**src/rtl/zbt_disp_reader.sv**
```systemverilog
// zbt_disp_reader: display-side reader for ZBT bank 1. Turns the VGA raster position
// into lookahead read addresses, waits out the ZBT read latency, holds each two-pixel
// word while its two pixels are on screen, and registers one RGB888 pixel per clock
// together with the timing-generator syncs so everything leaves aligned.
// Read timing: an address launched at a clock edge has its word on zbt_read_data
// during the (READ_LAT-1)-th cycle after the cycle in which it first appears.
// That word is then captured at the end of that cycle.

module zbt_disp_reader #(
  parameter int unsigned H_ACTIVE = 1024,
  parameter int unsigned V_ACTIVE = 768,
  parameter int unsigned H_TOTAL  = 1344,
  parameter int unsigned V_TOTAL  = 806,
  parameter int unsigned READ_LAT = 2
) (
  input  logic        clk,
  input  logic        reset,
  input  logic [10:0] hcount,
  input  logic [9:0]  vcount,
  input  logic        hsync,
  input  logic        vsync,
  input  logic        blank,
  input  logic [35:0] zbt_read_data,
  output logic [18:0] zbt_read_addr,
  output logic        zbt_read_en,
  output logic [23:0] vga_rgb,
  output logic        vga_hsync,
  output logic        vga_vsync,
  output logic        vga_blank,
  output logic        pix_valid
);

  // Fetch this far ahead so the word is already captured when its pair reaches the screen.
  localparam int unsigned LOOKAHEAD = READ_LAT + 1;

  logic [11:0]         fetch_h;
  logic [10:0]         fetch_v;
  logic [18:0]         addr_d, addr_q;
  logic [READ_LAT-1:0] tag_d, tag_q;
  logic [35:0]         word_d, word_q;
  logic [17:0]         pixel;
  logic                active;
  logic [23:0]         rgb_d, rgb_q;
  logic                valid_d, valid_q;
  logic                hsync_d, hsync_q;
  logic                vsync_d, vsync_q;
  logic                blank_d, blank_q;

  // Project the raster position forward, wrapping line and frame, and decide whether to read.
  always_comb begin
    fetch_h = {1'b0, hcount} + 12'(LOOKAHEAD);
    fetch_v = {1'b0, vcount};
    if (fetch_h >= 12'(H_TOTAL)) begin
      fetch_h = fetch_h - 12'(H_TOTAL);
      fetch_v = fetch_v + 11'd1;
    end
    if (fetch_v == 11'(V_TOTAL)) begin
      fetch_v = '0;
    end
    addr_d = {fetch_v[9:0], fetch_h[9:1]};
    tag_d  = '0;
    tag_d[0] = ~fetch_h[0] && (fetch_h < 12'(H_ACTIVE)) && (fetch_v < 11'(V_ACTIVE));
    for (int i = 1; i < int'(READ_LAT); i++) begin
      tag_d[i] = tag_q[i-1];
    end
  end

  // Capture the returning word only when the tag says a real read lands this cycle.
  always_comb begin
    word_d = word_q;
    if (tag_q[READ_LAT-1]) begin
      word_d = zbt_read_data;
    end
  end

  // Pick the half of the held word for this column and widen each 6-bit channel to 8 bits.
  always_comb begin
    pixel   = hcount[0] ? word_q[17:0] : word_q[35:18];
    active  = (hcount < 11'(H_ACTIVE)) && (vcount < 10'(V_ACTIVE));
    rgb_d   = '0;
    if (active) begin
      rgb_d = {pixel[17:12], pixel[17:16],
               pixel[11:6],  pixel[11:10],
               pixel[5:0],   pixel[5:4]};
    end
    valid_d = active;
    hsync_d = hsync;
    vsync_d = vsync;
    blank_d = blank;
  end

  // All pipeline state; reset parks the outputs at black/blanked with no read pending.
  always_ff @(posedge clk or posedge reset) begin
    if (reset) begin
      addr_q  <= '0;
      tag_q   <= '0;
      word_q  <= '0;
      rgb_q   <= '0;
      valid_q <= 1'b0;
      hsync_q <= 1'b0;
      vsync_q <= 1'b0;
      blank_q <= 1'b1;
    end else begin
      addr_q  <= addr_d;
      tag_q   <= tag_d;
      word_q  <= word_d;
      rgb_q   <= rgb_d;
      valid_q <= valid_d;
      hsync_q <= hsync_d;
      vsync_q <= vsync_d;
      blank_q <= blank_d;
    end
  end

  assign zbt_read_addr = addr_q;
  assign zbt_read_en   = tag_q[0];
  assign vga_rgb       = rgb_q;
  assign pix_valid     = valid_q;
  assign vga_hsync     = hsync_q;
  assign vga_vsync     = vsync_q;
  assign vga_blank     = blank_q;

endmodule

```
**config.mk**
```make
export PLATFORM = sky130hd
export DESIGN_NAME = zbt_disp_reader
export DESIGN_NICKNAME = d
export VERILOG_FILES = /design/src/rtl/zbt_disp_reader.sv
export SDC_FILE = /design/constraint.sdc
export NUM_CORES = 1
export LEC_CHECK = 0
export CAP_MARGIN = 20
export CORE_MARGIN = 4
export CORE_UTILIZATION = 35
export DETAILED_ROUTE_END_ITERATION = 7
export GPL_TIMING_DRIVEN = 1
export HOLD_SLACK_MARGIN = 0.15
export PLACE_DENSITY_LB_ADDON = 0.1
export REMOVE_ABC_BUFFERS = 1
export SLEW_MARGIN = 10
export SYNTH_ARGS = -nofsm -noshare
export SYNTH_HDL_FRONTEND = slang
export SYNTH_SLANG_ARGS = --single-unit
```
**constraint.sdc**
```tcl
create_clock -name clk -period 2.9 [get_ports clk]
set_input_delay 0.58 -clock clk [delete_from_list [all_inputs] [get_ports clk]]
set_output_delay 0.58 -clock clk [all_outputs]
set_load 0.005 [all_outputs]
```
==> run summary <==
Non-filler instance count after layout -> 598
Hold Crit Start -> tag_q[0]$_DFF_PP0_
Hold/Removal Path Class -> reg -> reg
N_diodes -> 0
Worst-Margin Slew -> 0.5109 ns
RR Startpoint -> tag_q[1]$_DFF_PP0_
Sequential fraction of the synthesis area -> 53.90%
Synth area leaders -> dfrtp_1 53%, mux2_2 11%, mux2i_1 5.7%, xnor2_1 3.8%, nor2_1 3.6%
Netlist cell types -> 52
Starting Density -> 35.71%
Antenna Nets Post-Route -> 0
Setup TNS -> 0 ns
Syn avg cell area -> 12.03 um2
Routed WL per cell -> 14.54 um
Asr flop ratio synth -> 100.0%
Largest fanout on the critical path -> 8
Final worst-path cycle share -> 95.56%
Max-slew violations -> 0
Vias/cell -> 4.749
Boundary Pins -> 110
Largest net degree at the start of global routing -> 53
Synth Register Bits -> 79
Worst-path clk slew -> 0.08 ns
DIE WIDTH -> 110.4 um
GRT Overall Usage -> 14.75%
Simple-gate area share of the yosys netlist -> 9.819%
Post-synth top area share -> 53.19%
Core area -> 10280 um2
Synth area leader -> dfrtp_1
Antenna violations before repair -> 0
Leakage -> 2.370 nW
Min Clock Period, post-route -> 2.771 ns
DRC viols -> 0
Top post-synthesis cells by count -> 78 x dfrtp_1, 36 x mux2_2, 35 x nor2_1
HPWL after DPL -> 6.340 mm
Mux contribution to synthesized area -> 16.77%
P per Cell Area -> 527.1 nW/um2
First-pass GRT wire length -> 13.77 mm
Crit path from -> hcount[1]
Setup CP Type -> in -> reg
CTS root buffer -> clkbuf_8
Critical Path End Type -> flip-flop
Drt pass-1 iters -> 7
TritonCTS clock tree -> yes
Max VDD drop -> 276.6 uV
Status -> completed
Largest family of logic cells by synthesized area -> multiplexers
Mapped Cells -> 305
Share of cells above drive strength 1 -> 29.00%
Total Die Area -> 12190 um2
Clk sinks -> 79
Drt total wl -> 8.695 mm
Clk_skew -> 0.008191 ns
Synth-to-layout area growth -> 51.69%
Num rows -> 37
Clk_lat worst skew -> 0.34 ns
Fin util -> 54.16%
Fin nets -> 522
Post-Synth XOR/XNOR Area -> 6.205%
Post-Synth Adder-Cell Area -> 1.023%
Initial DRC count -> 115
Startpoint types -> input pin
Vias in the first global route -> 2818
RSZ-0062 raised after global routing -> false
Die Ht -> 110.4 um
Setup violators final -> 0
Yosys Warn Count -> 0
Slew HR -> 65.71%
Post-synth EDFFs -> 0
Crit path arrival time -> 3.00 ns
CTS max path bufs -> 2
Synth Flop Type -> dfrtp_1
Syn Std Cell Area -> 3670 um2
DR vias -> 2840
Max frequency -> 360.8 MHz
Final Hold Fails -> 0
Worst Path Required -> 3.13 ns
Placer Congestion -> 0.8716
PortBufs -> 109
Most frequent cell after synthesis -> dfrtp_1
TritonCTS Buffers -> 9
Max-cap violations -> 0
Hold_buf cts -> 0
Cells after DPL -> 578
Post-synthesis compound-gate area fraction -> 8.421%
Gr ovfl total -> 0
Hold_ws -> 0.3850 ns
H-tree depth -> 3
## critical path: stages
cell             delay [ns]
clkdlybuf4s15_1        0.19
inv_1                  0.05
ha_2                   0.16
and4b_1                0.27
nand2_2                0.07
xor2_2                 0.15
ha_2                   0.20
o41a_1                 0.19
a32oi_2                0.09
a31oi_4                0.22
buf_6                  0.16
nor3_2                 0.05
o311a_4                0.39
o2111a_1               0.23
## state kept, by name, summed over array words and instances, names as in the netlist
| signal | flops |
|---|---|
| vga_hsync | 1 |
| zbt_read_addr | 19 |
| word_q | 36 |
| pix_valid | 1 |
| vga_vsync | 1 |
| tag_q | 2 |
| vga_rgb | 18 |
| vga_blank | 1 |
## repair_timing
item / in CTS / in global routing
gates resized for setup: 11 / 17
endpoints found under the hold margin: 0 / 0
setup endpoints to repair: 10 / 9
setup buffers: 2 / 2
pin swaps: 4 / 8
## layout by cell type (no fill, tap or decap), drive strengths merged, types with 3 or more instances in the layout
cell	count
a21oi	6
buf	56
bufinv	3
clkbuf	11
clkdlybuf4s50	104
dfrtp	78
dlygate4sd2	3
ha	3
inv	6
mux2	36
mux2i	21
nand2	11
nand3	8
nand4	4
nor2	35
nor3	4
o211ai	4
o21ai	4
xnor2	16
xor2	10
## metal layers
metal | up-vias | global-route usage, % | share of wire, %
met1 | 1375 | 19.68 | 45
met2 | 84 | 24.00 | 48
met3 | 6 | 3.262 | 5.7
li1 | 1375 | - | -
met4 | 0 | 4.573 | 0.89
met5 | - | 0 | 0
## per-stage QoR
| step | cell area, um2 | setup slack (ns) | total power [W] |
|---|---|---|---|
| 6_report | 5567 | 0.1286 | 0.002934 |
| 5_1_grt | 5567 | 0.006664 | 0.003092 |
| 4_1_cts | 5492 | 0.03749 | 0.002968 |
| 3_5_place_dp | 5213 | -0.6592 | 0.001936 |
| 3_3_place_gp | 5213 | -0.6138 | 0.001924 |
| 2_1_floorplan | 3547 | -0.4072 | 0.001569 |
## final cells by class
class | count | area, um2
Fill cell | 955 | 4711
Tap cell | 136 | 170.2
Inverter | 5 | 20.02
Multi-Input combinational cell | 197 | 1623
Clock inverter | 6 | 115.1
Timing Repair Buffer | 165 | 1523
Clock buffer | 10 | 137.6
Sequential cell | 79 | 1978
## power breakdown
part | internal [W] | switching (W) | total [W]
registers | 0.00124 | 0.0000580 | 0.00130
clock network | 0.000602 | 0.000417 | 0.00102
logic | 0.000383 | 0.000230 | 0.000613
## logic make-up (layout without fill, tap and decap cells)
group | Yosys count | after routing
flip-flops | 79 | 79
AO/OA/AOI/OAI | 36 | 36
adder cells (fa/ha/maj) | 3 | 3
XOR/XNOR | 26 | 26
buffers and inverters | 29 | 186
AND/OR/NAND/NOR | 75 | 75
multiplexers | 57 | 57
## path summary, 6_finish.rpt
kind / to / cells after the start / slack (ns)
setup / recovery: tag_q[0]$_DFF_PP0_ / 14 / 0.13
hold / removal: tag_q[1]$_DFF_PP0_ / 0 / 0.38
setup reg to reg: word_q[22]$_DFFE_PP0P_ / 2 / 1.66
hold reg to reg: tag_q[1]$_DFF_PP0_ / 0 / 0.38
max in group asynchronous: zbt_read_addr[7]$_DFF_PP0_ / 3 / 1.69
min in group asynchronous: vga_rgb[10]$_DFF_PP0_ / 2 / 0.57
No activity file was read; power rests on OpenSTA's default activity.
